==> src/rtl/alu_pkg.sv <==
// rtl/alu_pkg.sv - shared ALU function encodings, sequencer state type and default width
package alu_pkg;

  localparam int ALU_OP_WIDTH = 16;

  typedef enum logic [1:0] {
    ALU_ADD = 2'b00,
    ALU_SUB = 2'b01,
    ALU_MUL = 2'b10,
    ALU_DIV = 2'b11
  } alu_fun_e;

  typedef enum logic [1:0] {
    ST_IDLE  = 2'b00,
    ST_ISSUE = 2'b01,
    ST_WAIT  = 2'b10,
    ST_RESP  = 2'b11
  } seq_state_e;

endpackage

==> src/rtl/alu_arith_sequencer_if.sv <==
// rtl/alu_arith_sequencer_if.sv - command and response handshake bundle for the arithmetic sequencer
interface alu_arith_sequencer_if #(
  parameter int OP_WIDTH = alu_pkg::ALU_OP_WIDTH
);

  logic                cmd_valid;
  logic                cmd_ready;
  logic [OP_WIDTH-1:0] cmd_a;
  logic [OP_WIDTH-1:0] cmd_b;
  logic [1:0]          cmd_fun;

  logic                rsp_valid;
  logic                rsp_ready;
  logic [OP_WIDTH-1:0] rsp_data;
  logic                rsp_carry;
  logic                rsp_err;

  modport master (
    output cmd_valid, cmd_a, cmd_b, cmd_fun, rsp_ready,
    input  cmd_ready, rsp_valid, rsp_data, rsp_carry, rsp_err
  );

  modport slave (
    input  cmd_valid, cmd_a, cmd_b, cmd_fun, rsp_ready,
    output cmd_ready, rsp_valid, rsp_data, rsp_carry, rsp_err
  );

endinterface

==> src/rtl/alu_arith_sequencer.sv <==
// rtl/alu_arith_sequencer.sv - one-deep command front-end for the arithmetic unit with status counters
module alu_arith_sequencer
  import alu_pkg::*;
#(
  parameter int OP_WIDTH  = ALU_OP_WIDTH,
  parameter int CNT_WIDTH = 16
) (
  input  logic                 CLK,
  input  logic                 RST,
  alu_arith_sequencer_if.slave bus,
  output logic [OP_WIDTH-1:0]  arith_a,
  output logic [OP_WIDTH-1:0]  arith_b,
  output logic [1:0]           arith_fun,
  output logic                 arith_en,
  input  logic [OP_WIDTH-1:0]  arith_out,
  input  logic                 arith_carry,
  input  logic                 arith_flag,
  output logic [CNT_WIDTH-1:0] ops_done,
  output logic [CNT_WIDTH-1:0] err_count
);

  localparam logic [CNT_WIDTH-1:0] CNT_ONE = {{(CNT_WIDTH-1){1'b0}}, 1'b1};

  seq_state_e           r_state;
  seq_state_e           w_next;
  logic [OP_WIDTH-1:0]  r_a;
  logic [OP_WIDTH-1:0]  r_b;
  logic [1:0]           r_fun;
  logic [OP_WIDTH-1:0]  r_rsp_data;
  logic                 r_rsp_carry;
  logic                 r_rsp_err;
  logic [CNT_WIDTH-1:0] r_ops_done;
  logic [CNT_WIDTH-1:0] r_err_count;
  logic                 w_div_zero;

  // Divide-by-zero never reaches the unit; it is answered straight from IDLE.
  assign w_div_zero = (alu_fun_e'(bus.cmd_fun) == ALU_DIV) && (bus.cmd_b == '0);

  always_ff @(posedge CLK or negedge RST) begin
    if (!RST) begin
      r_state <= ST_IDLE;
    end else begin
      r_state <= w_next;
    end
  end

  always_comb begin
    w_next        = r_state;
    arith_en      = 1'b0;
    bus.cmd_ready = 1'b0;
    bus.rsp_valid = 1'b0;
    case (r_state)
      ST_IDLE: begin
        bus.cmd_ready = RST;
        if (bus.cmd_valid) begin
          w_next = w_div_zero ? ST_RESP : ST_ISSUE;
        end
      end
      ST_ISSUE: begin
        arith_en = 1'b1;
        w_next   = ST_WAIT;
      end
      ST_WAIT: begin
        w_next = ST_RESP;
      end
      ST_RESP: begin
        bus.rsp_valid = 1'b1;
        if (bus.rsp_ready) begin
          w_next = ST_IDLE;
        end
      end
      default: w_next = ST_IDLE;
    endcase
  end

  always_ff @(posedge CLK or negedge RST) begin
    if (!RST) begin
      r_a         <= '0;
      r_b         <= '0;
      r_fun       <= '0;
      r_rsp_data  <= '0;
      r_rsp_carry <= 1'b0;
      r_rsp_err   <= 1'b0;
      r_ops_done  <= '0;
      r_err_count <= '0;
    end else begin
      case (r_state)
        ST_IDLE: begin
          if (bus.cmd_valid) begin
            r_a   <= bus.cmd_a;
            r_b   <= bus.cmd_b;
            r_fun <= bus.cmd_fun;
            if (w_div_zero) begin
              r_rsp_data  <= '1;
              r_rsp_carry <= 1'b0;
              r_rsp_err   <= 1'b1;
            end
          end
        end
        ST_WAIT: begin
          // The unit's result registered at the end of ISSUE is visible now.
          r_rsp_data  <= arith_out;
          r_rsp_carry <= arith_carry;
          r_rsp_err   <= !arith_flag;
        end
        ST_RESP: begin
          if (bus.rsp_ready) begin
            if (r_ops_done != '1) begin
              r_ops_done <= r_ops_done + CNT_ONE;
            end
            if (r_rsp_err && (r_err_count != '1)) begin
              r_err_count <= r_err_count + CNT_ONE;
            end
          end
        end
        default: ;
      endcase
    end
  end

  assign arith_a       = r_a;
  assign arith_b       = r_b;
  assign arith_fun     = r_fun;
  assign bus.rsp_data  = r_rsp_data;
  assign bus.rsp_carry = r_rsp_carry;
  assign bus.rsp_err   = r_rsp_err;
  assign ops_done      = r_ops_done;
  assign err_count     = r_err_count;

endmodule

==> src/flat_wrapper.sv <==
// flat-port wrapper written by rule: the top's interface ports become plain ports
module alu_arith_sequencer_flat import alu_pkg::*;
#(
  parameter int OP_WIDTH  = ALU_OP_WIDTH,
  parameter int CNT_WIDTH = 16
)
  (CLK, RST, arith_a, arith_b, arith_fun, arith_en, arith_out, arith_carry, arith_flag, ops_done, err_count, bus_cmd_valid, bus_cmd_a, bus_cmd_b, bus_cmd_fun, bus_rsp_ready, bus_cmd_ready, bus_rsp_valid, bus_rsp_data, bus_rsp_carry, bus_rsp_err);
  alu_arith_sequencer_if #(.OP_WIDTH(OP_WIDTH)) bus_i ();
  input  logic CLK;
  input  logic RST;
  output logic [OP_WIDTH-1:0] arith_a;
  output logic [OP_WIDTH-1:0] arith_b;
  output logic [1:0] arith_fun;
  output logic arith_en;
  input  logic [OP_WIDTH-1:0] arith_out;
  input  logic arith_carry;
  input  logic arith_flag;
  output logic [CNT_WIDTH-1:0] ops_done;
  output logic [CNT_WIDTH-1:0] err_count;
  input wire logic [$bits(bus_i.cmd_valid)-1:0] bus_cmd_valid;
  input wire logic [$bits(bus_i.cmd_a)-1:0] bus_cmd_a;
  input wire logic [$bits(bus_i.cmd_b)-1:0] bus_cmd_b;
  input wire logic [$bits(bus_i.cmd_fun)-1:0] bus_cmd_fun;
  input wire logic [$bits(bus_i.rsp_ready)-1:0] bus_rsp_ready;
  output wire logic [$bits(bus_i.cmd_ready)-1:0] bus_cmd_ready;
  output wire logic [$bits(bus_i.rsp_valid)-1:0] bus_rsp_valid;
  output wire logic [$bits(bus_i.rsp_data)-1:0] bus_rsp_data;
  output wire logic [$bits(bus_i.rsp_carry)-1:0] bus_rsp_carry;
  output wire logic [$bits(bus_i.rsp_err)-1:0] bus_rsp_err;
  assign bus_i.cmd_valid = bus_cmd_valid;
  assign bus_i.cmd_a = bus_cmd_a;
  assign bus_i.cmd_b = bus_cmd_b;
  assign bus_i.cmd_fun = bus_cmd_fun;
  assign bus_i.rsp_ready = bus_rsp_ready;
  assign bus_cmd_ready = bus_i.cmd_ready;
  assign bus_rsp_valid = bus_i.rsp_valid;
  assign bus_rsp_data = bus_i.rsp_data;
  assign bus_rsp_carry = bus_i.rsp_carry;
  assign bus_rsp_err = bus_i.rsp_err;
  alu_arith_sequencer #(.OP_WIDTH(OP_WIDTH), .CNT_WIDTH(CNT_WIDTH)) u_core (.CLK(CLK), .RST(RST), .bus(bus_i), .arith_a(arith_a), .arith_b(arith_b), .arith_fun(arith_fun), .arith_en(arith_en), .arith_out(arith_out), .arith_carry(arith_carry), .arith_flag(arith_flag), .ops_done(ops_done), .err_count(err_count));
endmodule
==> config.mk <==
export PLATFORM = sky130hd
export DESIGN_NAME = alu_arith_sequencer_flat
export DESIGN_NICKNAME = d
export VERILOG_FILES = /design/src/rtl/alu_pkg.sv /design/src/rtl/alu_arith_sequencer_if.sv /design/src/rtl/alu_arith_sequencer.sv /design/src/flat_wrapper.sv
export SDC_FILE = /design/constraint.sdc
export NUM_CORES = 1
export LEC_CHECK = 0
export ABC_AREA = 1
export ABC_CLOCK_PERIOD_IN_PS = 1800
export CORE_AREA = 4 4 103 105
export CTS_BUF_LIST = sky130_fd_sc_hd__clkbuf_8 sky130_fd_sc_hd__clkbuf_16
export DETAILED_ROUTE_END_ITERATION = 12
export DIE_AREA = 0 0 107 109
export GPL_ROUTABILITY_DRIVEN = 0
export PLACE_DENSITY = 0.79
export REMOVE_ABC_BUFFERS = 1
export SLEW_MARGIN = 20
export SYNTH_ARGS = -nofsm -noshare
export SYNTH_HDL_FRONTEND = slang
export SYNTH_SLANG_ARGS = --single-unit
==> constraint.sdc <==
create_clock -name CLK -period 1.8 [get_ports CLK]
set_clock_uncertainty 0.05 [all_clocks]
set_input_delay 0.36 -clock CLK [delete_from_list [all_inputs] [get_ports CLK]]
set_output_delay 0.36 -clock CLK [all_outputs]
set_load 0.02 [all_outputs]
# == After elaboration in Yosys (flattened, before gate mapping) ==
# Index checks and enable logic that the tools add are counted.
# op_classes
addsub,2
mul,0
div_mod_pow,0
order_cmp,0
n_eq_ne,9
shift,0
n_mux,16
n_bitwise,0
reduce_logical,11
# op_table
operator,n
adder 16 x 1 -> 16 bit (second input constant),2
2-to-1 mux 16 bit,2
inequality test 16 bit (second input constant),2
one-hot mux 16 bit (2 select lines),1
zero test 16 bit,1
AND reduction 3 bit,3
one-hot mux 2 bit (4 select lines),1
2-to-1 mux 1 bit,7
== test 2 bit (second input constant),3
2-to-1 mux 2 bit,3
inequality test 2 bit (second input constant),2
one-hot mux 1 bit (2 select lines),2
AND reduction 2 bit,2
== test 2 x 1 -> 1 bit (second input constant),1
logical AND 1 bit,2
zero test 2 bit,1
inequality test 2 x 1 -> 1 bit (second input constant),1
nonzero test 2 bit,1
zero test 1 bit,1
# word_totals
ff_bits,86
latchBits,0
mem_bits_rw,0
mem_bits_ro,0
inputBits,56
out_inout_bits,87
word_cells,47
memories,0

# == Logic depth before layout (Yosys ltp) ==
# Gate-level depths: netlist of the first run.
# logic_depth
depth_word,5
ltp_mapped,9

# == Worst setup path before layout of the first run ==
# OpenSTA, ideal clock, no wires.
# synth_path
path_type,reg2reg
startpoint,register u_core.r_ops_done[1] (netlist: u_core.ops_done[1])
endpoint,register u_core.r_ops_done[2] (netlist: u_core.ops_done[2])
setup_time_ns,0.117
t_arrival_ns,1.474
required_time_ns,1.633
slack_ns,0.159
stages_incl_launch_ff,10
period_less_slack_ns,1.641
path_cell_list,dfrtp_1 ha_1 nand3_1 inv_1 nand2_2 nor2_2 a21oi_2 buf_4 nand2_1 nand2_1
# synth_via
elab_chain_cells,2
# synth_lines
item,line,source
start: declaration,alu_arith_sequencer.sv:32,logic [CNT_WIDTH-1:0] r_ops_done;
start signal: assignment,alu_arith_sequencer.sv:109,r_ops_done <= r_ops_done + CNT_ONE;
"parallel branches: the longest is 2 deep, another holds adder 16 x 1 -> 16 bit",-,
# Several ways; the timed one is not identified.
# A chain may end at the register's enable or synchronous reset.

# == Worst setup path in the final report of the first run ==
# layout_path
startpoint,register u_core.r_rsp_data[11] (netlist: u_core.bus.rsp_data[11])
endpoint,output bus_rsp_data[11]
# layout_lines
item,line,source
start: declaration,alu_arith_sequencer.sv:29,logic [OP_WIDTH-1:0] r_rsp_data;
start signal: assignment,alu_arith_sequencer.sv:102,r_rsp_data <= arith_out;
end: declaration,flat_wrapper.sv:27,output wire logic [$bits(bus_i.rsp_data)-1:0] bus_rsp_data;
# No word-level cell between the ends.

==> reports/summary.txt, run 1 <==
Status: completed
Critical Path Max Stage Delay: 0.61 ns
Worst slew margin: 0.586
Cell Area, Synth: 4370 um^2
Synth Register Bits: 86
Ys async rst share: 1.00
Warnings from Yosys: 0
Global-route wire length before repair: 18800 um
Synth top area share: 0.492
Vias/cell: 4.76
EDFF count, synth: 0
Period utilization: 0.973
Reg area: 2150 um^2
Worst EP required: 1.39 ns
Nets: 801
Clock Tree Buf Depth: 2
Initial antenna violation count: 0
Leak pwr: 0.00330 uW
Post-DP HPWL: 8460 um
Critical Path, Cell by Cell: clkdlybuf4s50_1
Comb power frac: 0.483
Htree depth: 3
Area contributors post-synth: dfrtp_1 (49%), nand2_1 (25%), inv_1 (4.4%)
Sequential Power Share: 0.361
Crit-path slowest cell: clkdlybuf4s50_1
Leading cell types by count after synthesis: nand2_1 (292), dfrtp_1 (86), inv_1 (51)
Core box area: 9640 um^2
Worst R2R Path Depth: 8
Total Wirelength: 11400 um
Distinct cells, synth: 29
Max FO, Critical Path: 2
I/O pin cnt: 143
Least-Margin Pin Slew: 0.621 ns
GR Util All Layers: 0.202
Fin crit period: 1.75 ns
Clk_lat worst skew: 0.35 ns
Max Fclk: 0.571 GHz
# clock sinks: 86
# Max-Cap Violations: 0
First-pass detailed-route iteration total: 4
Arrival @ worst endpoint: 1.34 ns
Crit. path cell count: 1
IO buf count: 142
Clock Power Share: 0.155
Placed instance area: 6020 um^2
Final-report hold violation count: 0
Endpoints failing setup: 0
Register area share after synthesis: 0.492
Cells after Synth: 580
Critical Path Start Type: flip-flop
Chip Width: 107 um
CTS tree: built
Multi-input gate area: 1930 um^2
Clock root cell: clkbuf_8
Leading area contributor after synthesis: dfrtp_1
DRT antenna net count: 0
Initial DRC Count: 153
Avg Cell Area, Syn: 7.54 um^2
Final core utilization: 0.644
Maximum number of pins on one net before global-route repair: 50
RSZ-0062 raised after global routing: no
Area growth, synth to finish: 41.9%
Top_reg_cell synth: dfrtp_1
Crit end category: primary output
Worst VDD drop: 0.907 mV
Routed len/inst: 13.0 um
Largest delay share family, worst path: buffers and inverters
Fraction of layout cells with a size suffix above 1: 0.0716
Worst path bufs/invs: 1
Sw power: 3370 uW
Finished Cell Area: 6200 um^2
Most frequent cell after synthesis: nand2_1
Hold_buf cts: 0
Drt drc: 0
Pwr Density: 1350 nW/um^2
TritonCTS Buffers: 9
Filler cells: 865
Vias in the first global route: 4192
Antenna cells: 0
Sw frac: 0.401
Vias: 4159
Hold WS: 0.0798 ns
Critical path class: flip-flop to primary output
CTS clk-pin slew, worst paths: 0.08 ns
Pint: 5020 uW
Starting Density: 0.454
# rows: 36
Die area: 11700 um^2
Slew Limit Fails: 0
Die height: 109 um
Overflow after GRT: 0
Hold Crit Class: input pin to asynchronous set/reset pin
[placed cells by master, fill, tap and decap left out, types with 2 or more instances in the layout]
cell type        count
nand3_1             34
dlymetal6s2s_1      14
nand2_1            292
buf_4               20
dlygate4sd2_1       33
nand2_2              2
nand4_1              6
buf_12               2
nor2_4               2
nor2_1              39
xnor2_1             12
xor2_1               6
o21ai_0             14
dfrtp_1             86
clkdlybuf4s50_1     91
nand3_2              2
inv_2                2
ha_1                 6
clkbuf_8            10
buf_2                2
inv_1               51
[what timing repair did]
| item | in CTS | in global routing |
|---|---|---|
| setup buffers | 0 | 2 |
| gates resized for setup | 41 | 19 |
| pin swaps | 0 | 1 |
| setup endpoints to repair | 36 | 36 |
[cells by family (layout without fill, tap and decap cells)]
family / after synthesis / in the layout / share of synthesized area
AO/OA/AOI/OAI: 19 / 19 / 0.0286
XOR/XNOR: 18 / 18 / 0.0361
adder cells (fa/ha/maj): 7 / 7 / 0.0200
buffers and inverters: 68 / 228 / 0.0658
flip-flops: 86 / 86 / 0.492
AND/OR/NAND/NOR: 382 / 382 / 0.357
[per-layer routing]
metal / global-route usage / vias up / share of wire
met4: 0.0913 / 0 / 0.027
li1: - / 2077 / -
met2: 0.357 / 126 / 0.50
met1: 0.228 / 1931 / 0.41
met3: 0.0557 / 25 / 0.066
met5: 0 / - / 0
[power groups by stage]
| stage | clock network, uW | logic (uW) | registers, uW |
|---|---|---|---|
| 6_report | 1300 | 4050 | 3030 |
| 5_1_grt | 1440 | 4440 | 3120 |
| 4_1_cts | 1340 | 4100 | 3040 |
| 3_5_place_dp | 0 | 4170 | 3060 |
| 3_3_place_gp | 0 | 4040 | 3050 |
| 2_1_floorplan | 0 | 1350 | 3790 |
[registers in the layout, indices dropped and copies added (netlist names)]
| signal | flops |
|---|---|
| u_core.arith_a | 16 |
| u_core.arith_b | 16 |
| u_core.bus.rsp_data | 16 |
| u_core.err_count | 16 |
| u_core.ops_done | 16 |
| u_core.arith_fun | 2 |
| u_core.r_state | 2 |
| u_core.bus.rsp_carry | 1 |
| u_core.bus.rsp_err | 1 |
[area by class of cell]
type                       count  share of cell area
sequential                    86               0.347
multi-input combinational    426               0.312
timing repair buffer         163               0.255
inverter                      52              0.0315
tap                          133              0.0268
clock buffer                  10              0.0222
clock inverter                 3             0.00625
[path summary, 6_finish.rpt]
path                                   endpoint                     from  slack [ns]
setup / recovery               bus_rsp_data[11]  u_core.bus.rsp_data[11]        0.05
hold / removal               u_core.ops_done[9]                      RST        0.08
setup reg to reg            u_core.err_count[2]      u_core.err_count[0]        0.15
hold reg to reg               u_core.arith_a[2]        u_core.arith_a[2]        0.43
max in group asynchronous  u_core.err_count[12]                      RST        0.68
min in group CLK              u_core.arith_a[2]        u_core.arith_a[2]        0.43
[stage by stage]
step	power, uW	TNS, ns	cells	setup slack, ns
after floorplan	5140	-26.89	564	-0.917
after global placement	7090	-0.313	858	-0.0211
after detailed placement	7230	-1.70	858	-0.121
after CTS	8480	0	871	0.00399
after global routing	8990	0	873	0.000172
final	8390	0	873	0.0484
Power figures use the tool's default switching activity.
==> inputs of run 2 (changes only) <==
--- a/config.mk
+++ b/config.mk
@@ -7,8 +7,10 @@
 export LEC_CHECK = 0
 export ABC_AREA = 1
 export ABC_CLOCK_PERIOD_IN_PS = 1800
+export CAP_MARGIN = 20
 export CORE_AREA = 4 4 103 105
 export CTS_BUF_LIST = sky130_fd_sc_hd__clkbuf_8 sky130_fd_sc_hd__clkbuf_16
+export CTS_CLUSTER_SIZE = 25
 export DETAILED_ROUTE_END_ITERATION = 12
 export DIE_AREA = 0 0 107 109
 export GPL_ROUTABILITY_DRIVEN = 0
==> results of run 2 <==
Same layout as run 1: the final DEF is identical, and so are final timing and power.
==> inputs of run 3 (changes only) <==
--- a/config.mk
+++ b/config.mk
@@ -6,15 +6,15 @@
 export NUM_CORES = 1
 export LEC_CHECK = 0
 export ABC_AREA = 1
-export ABC_CLOCK_PERIOD_IN_PS = 1800
+export ABC_CLOCK_PERIOD_IN_PS = 2300
 export CAP_MARGIN = 20
-export CORE_AREA = 4 4 103 105
+export CORE_AREA = 4 4 99 101
 export CTS_BUF_LIST = sky130_fd_sc_hd__clkbuf_8 sky130_fd_sc_hd__clkbuf_16
 export CTS_CLUSTER_SIZE = 25
 export DETAILED_ROUTE_END_ITERATION = 12
-export DIE_AREA = 0 0 107 109
-export GPL_ROUTABILITY_DRIVEN = 0
-export PLACE_DENSITY = 0.79
+export DIE_AREA = 0 0 103 105
+export GPL_ROUTABILITY_DRIVEN = 1
+export PLACE_DENSITY = 0.84
 export REMOVE_ABC_BUFFERS = 1
 export SLEW_MARGIN = 20
 export SYNTH_ARGS = -nofsm -noshare
==> constraint.sdc (replaced) <==
create_clock -name CLK -period 2.3 [get_ports CLK]
set_clock_uncertainty 0.05 [all_clocks]
set_input_delay 0.46 -clock CLK [delete_from_list [all_inputs] [get_ports CLK]]
set_output_delay 0.46 -clock CLK [all_outputs]
set_load 0.02 [all_outputs]
==> run 3 against run 2 <==
Register-to-register slack better by 0.35 ns. Power down 20%. Flip-flop and latch count did not move. Largest power group unchanged. Critical path type unchanged. Highest routed layer unchanged. Largest cell class unchanged. Hold slack better by 0.0059 ns.
==> reports/summary.txt, run 3 (same netlist as run 1, synthesis figures left out) <==
Worst EP required: 1.79 ns (+0.40 ns)
Reg area: 2150 um^2 (unchanged)
Worst VDD drop: 0.636 mV (-30%)
GR Util All Layers: 0.217 (+0.0153)
Critical Path Start Type: flip-flop
Hold Crit Class: input pin to asynchronous set/reset pin
Met3 Use GR: 0.0547 (-0.000915)
Worst R2R Path Depth: 7 (-1)
Post-DP HPWL: 8350 um (-1.3%)
Area growth, synth to finish: 40.0%
Max Fclk: 0.467 GHz
Nets: 789 (-1.5%)
CTS tree: built
Status: completed
Arrival @ worst endpoint: 1.63 ns (+0.29 ns)
CTS clk-pin slew, worst paths: 0.09 ns (about the same)
Met1 GRT Util: 0.277 (+0.0489)
Worst slew margin: 0.534 (-0.0525)
Clk_lat worst skew: 0.35 ns (about the same)
Total Wirelength: 11200 um (-1.6%)
# Max-Cap Violations: 0 (unchanged)
Crit end category: primary output
Critical R2R Launch: u_core.r_state[0]
Filler cells: 740 (-14%)
Cts repair resizes: 1 (-98%)
Vias in the first global route: 4042 (-3.6%)
Vias: 4093 (-1.6%)
Fin crit period: 2.14 ns
Pwr Density: 1100 nW/um^2 (-19%)
Global-route wire length before repair: 19000 um (+1.1%)
Max FO, Critical Path: 4 (+2)
Die height: 105 um (-3.7%)
Htree depth: 3 (unchanged)
Multi-input gate area: 1930 um^2 (-0.13%)
Drt drc: 0 (unchanged)
Critical path class: flip-flop to primary output
RSZ-0062 raised after global routing: no
Fraction of layout cells with a size suffix above 1: 0.0534 (-0.0182)
Clock root cell: clkbuf_8
Vias/cell: 4.87 (+2.2%)
Busiest grt layer: met2
Core box area: 9020 um^2 (-6.4%)
Least-Margin Pin Slew: 0.700 ns (+0.0788 ns)
Maximum number of pins on one net before global-route repair: 56 (+12%)
Overflow after GRT: 0 (unchanged)
GRT met2 Usage: 0.365 (+0.00780)
FF-to-FF setup slack: 0.50 ns (+0.35 ns)
Crit path to: arith_en
Antenna cells: 0 (unchanged)
Hold WS: 0.0858 ns (+0.00591 ns)
Leak pwr: 0.00295 uW (-11%)
TritonCTS Buffers: 9 (unchanged)
Final setup TNS: 0 ns (unchanged)
Slew Limit Fails: 0 (unchanged)
FF-to-FF End: u_core.bus.rsp_data[13]
First-pass detailed-route iteration total: 4 (unchanged)
Die area: 10800 um^2 (-7.3%)
Most frequent cells in the layout: nand2_1 (292), clkdlybuf4s50_1 (140), dfrtp_1 (86), inv_1 (51), nor2_1 (39)
I/O pin cnt: 143 (unchanged)
Clock Tree Buf Depth: 2 (unchanged)
Endpoints failing setup: 0 (unchanged)
# rows: 35 (-2.8%)
Starting Density: 0.485 (+0.0311)
Final GP Congestion: 0.842
Final-report hold violation count: 0 (unchanged)
Crit path from: u_core.r_state[1]
Routed len/inst: 13.3 um (+2.1%)
DRT antenna net count: 0 (unchanged)
Initial antenna violation count: 0 (unchanged)
Chip Width: 103 um (-3.7%)
Period utilization: 0.931
Hold_buf cts: 0 (unchanged)
IO buf count: 142 (unchanged)
Commonest non-fill, non-tap cell in the layout: nand2_1
Post-CTS setup buffer count: 0 (unchanged)
Initial DRC Count: 113 (-26%)
# clock sinks: 86 (unchanged)
## run 3: through the flow
stage	utilization	instance area [um^2]	std cells	total power (uW)	setup slack, ns
finish	0.679	6120	841	6750	0.159
global route	0.679	6120	841	7200	0.0519
CTS	0.679	6120	841	6810	0.138
detailed placement	0.655	5900	826	5610	0.219
global placement	0.655	5900	826	5490	0.294
floorplan	-	4280	564	4020	-0.417
## run 3: how the worst min path moves through the flow
stage	start	cells past startpoint	end
after CTS	RST	2	u_core.ops_done[3]
after detailed placement	u_core.arith_a[6]	2	u_core.arith_a[6]
after global routing	RST	2	u_core.ops_done[5]
final	RST	2	u_core.ops_done[3]
after floorplan	RST	0	u_core.arith_a[0]
after global placement	u_core.arith_a[11]	2	u_core.arith_a[11]
## run 3: layout make-up
type | instances | share of cell area
Inverter | 52 | 0.0319
Clock buffer | 10 | 0.0225
Timing Repair Buffer | 151 | 0.243
Tap cell | 111 | 0.0227
Multi-Input combinational cell | 426 | 0.316
Sequential cell | 86 | 0.352
Clock inverter | 5 | 0.0133
## run 3: layer usage
layer	vias up	routed length [um]
met3	11	646
met5	-	0
met2	107	5850
li1	2054	-
met1	1921	4590
met4	0	123
## run 3: power by group
part / leakage, uW / internal (uW) / switching, uW
clock: 0.000109 / 638 / 544
sequential: 0.00109 / 2030 / 363
combinational: 0.00175 / 1400 / 1760
total: 0.00295 / 4070 / 2670
## run 3: worst max-delay path: stages (launching register included)
cell             delay (ns)
dfrtp_1                0.42
inv_1                  0.11
ha_1                   0.14
clkdlybuf4s50_1        0.62
==> variant: new RTL, settings of run 1 <==
`CNT_WIDTH` is set to 16 in 2 places; all go to 24.
--- a/src/rtl/alu_arith_sequencer.sv
+++ b/src/rtl/alu_arith_sequencer.sv
@@ -3,7 +3,7 @@
   import alu_pkg::*;
 #(
   parameter int OP_WIDTH  = ALU_OP_WIDTH,
-  parameter int CNT_WIDTH = 16
+  parameter int CNT_WIDTH = 24
 ) (
   input  logic                 CLK,
   input  logic                 RST,
--- a/src/flat_wrapper.sv
+++ b/src/flat_wrapper.sv
@@ -2,7 +2,7 @@
 module alu_arith_sequencer_flat import alu_pkg::*;
 #(
   parameter int OP_WIDTH  = ALU_OP_WIDTH,
-  parameter int CNT_WIDTH = 16
+  parameter int CNT_WIDTH = 24
 )
   (CLK, RST, arith_a, arith_b, arith_fun, arith_en, arith_out, arith_carry, arith_flag, ops_done, err_count, bus_cmd_valid, bus_cmd_a, bus_cmd_b, bus_cmd_fun, bus_rsp_ready, bus_cmd_ready, bus_rsp_valid, bus_rsp_data, bus_rsp_carry, bus_rsp_err);
   alu_arith_sequencer_if #(.OP_WIDTH(OP_WIDTH)) bus_i ();
Interface: changed (resized err_count and ops_done); port bits go from 143 to 159. No check against the original RTL was run, so the function may have changed too.
==> variant against run 1 <==
  * Total power increased by 11%
  * Highest routed layer unchanged
  * Wire length is 38% higher
  * Sequential power grew 12%
  * Critical path type unchanged
  * Count of clock-buffer cells in the layout decreased by 1
  * Synthesized area increased by 27%
  * Sequential share of layout area is 1.5 points lower
  * Worst setup slack worse by 0.013 ns
  * Sequential cell count grew 16
  * Final area increased by 24%
  * Maximum frequency decreased by 0.76%
  * Via count increased by 32%
  * Synthesized cell count rose by 29%
==> variant: results (changes against run 1) <==
CP arrival 1.36 ns (+0.02 ns); Antenna Cells 0 (unchanged); RR Endpoint u_core.ops_done[14]; CTS root buffer clkbuf_8; CP max FO 2 (unchanged); worst flop-to-flop path startpoint u_core.ops_done[1]; Min-Delay Path Class input pin to asynchronous set/reset pin; DRT iter0 DRCs 255 (+67%); largest net degree at the start of global routing 103 (+110%); maximum root-to-sink buffer count 2 (unchanged); initial antenna violation count 0 (unchanged); Cell variety after synth 28 (-3.4%); gr usage total 26.9% (+6.7 points); total iterations of the first detailed-routing run 7 (+3); delay-heaviest family, CP buffers and inverters; Max-slew headroom 63.8% (+5.2 points); Num CTS Buffers 9 (unchanged); Via Count 5481 (+32%); synth cell count leaders nand2_1 (373), dfrtp_1 (102), nor2_1 (70); Filler Cell Count 710 (-18%); Leak 4.41 nW (+34%); Area after DPL 7360 um^2 (+22%); worst skew pair latency 0.38 ns (+0.03 ns); Internal Power 5.45 mW (+8.4%); share of layout cells above drive strength 1 9.39% (+2.2 points); reg2reg setup slack 0.10 ns (-0.05 ns); first-pass GRT wire length 25000 um (+33%); outcome finished clean; detailed placement HPWL 11200 um (+33%); Port Buffers 158 (+11%); Worst path max stage delay 0.61 ns (about the same); vias in the first global route 5314 (+27%); Post-synth ARST share 100% (unchanged); CP max stage cell clkdlybuf4s50_1; Synth area leaders dfrtp_1 (46%), nand2_1 (25%), nor2_1 (4.7%); crit path from u_core.arith_b[3]; Critical Path End arith_b[3]; area grow syn2layout 38.8%; sequential area share after synthesis 46.0% (-3.2 points); final WL 15700 um (+38%); CTS clk-pin slew, worst paths 0.10 ns (+0.02 ns); final net count 995 (+24%); Register-to-Register Path Depth 8 (unchanged); Max VDD drop 0.883 mV (-2.6%); Ys Warns 0 (unchanged); ys flop type dfrtp_1; # H-tree levels 3 (unchanged)
==> variant: cell count changes after synthesis, sizes merged, moves of 3 or more <==
cell | before | now
nand2 | 295 | 392
inv | 52 | 55
nand3b | 0 | 7
xor2 | 6 | 16
xnor2 | 12 | 15
clkbuf | 6 | 10
nor2 | 42 | 77
dfrtp | 86 | 102
==> variant: routing by layer <==
metal / track usage [%] / wire (um) / vias to the layer above
met5: 0 / 0 / -
met3: 9.18 / 1530 / 35
met1: 32.4 / 5870 / 2578
li1: - / - / 2652
met4: 7.21 / 339 / 0
met2: 46.4 / 7950 / 216
==> variant: repair_timing <==
action,in CTS,in global routing
resized for setup,68,52
cloned,0,2
pin swaps,1,1
setup endpoints to repair,79,104
setup buffers,2,3
==> variant: stage by stage <==
step	worst slack, ns	std cells	total power, mW
3_5_place_dp	-0.115	1047	7.96
3_3_place_gp	-0.00673	1047	7.81
5_1_grt	-0.000462	1070	9.96
4_1_cts	0.00148	1065	9.33
2_1_floorplan	-0.748	732	5.65
6_report	0.0349	1070	9.31
==> variant: worst min path at each step <==
stage | start | to | slack [ns]
detailed placement | u_core.arith_a[11] | u_core.arith_a[11] | 0.42
CTS | RST | u_core.err_count[11] | 0.06
global route | RST | u_core.err_count[13] | 0.07
floorplan | RST | u_core.arith_a[0] | 0.01
global placement | u_core.arith_a[15] | u_core.arith_a[15] | 0.41
finish | RST | u_core.err_count[13] | 0.01
==> variant: cell type report <==
| cell class | instances | area share, % |
|---|---|---|
| Multi-Input combinational cell | 577 | 35.1 |
| Sequential cell | 102 | 33.2 |
| Timing Repair Buffer | 187 | 24.2 |
| Inverter | 55 | 2.75 |
| Tap cell | 133 | 2.16 |
| Clock buffer | 9 | 1.61 |
| Clock inverter | 7 | 0.959 |
==> variant: cells by family after synthesis <==
logic type	share of synthesized area [%]
compound gates	1.65
buf+inv	6.14
fa+ha+maj	1.58
xor+xnor	4.90
flops	46.0
simple gates	39.7
==> variant: power groups by stage <==
stage | sequential, mW | combinational (mW) | clock [mW]
floorplan | 4.20 | 1.44 | 0
global placement | 3.40 | 4.41 | 0
detailed placement | 3.42 | 4.54 | 0
CTS | 3.39 | 4.44 | 1.50
global route | 3.48 | 4.87 | 1.61
finish | 3.39 | 4.44 | 1.48
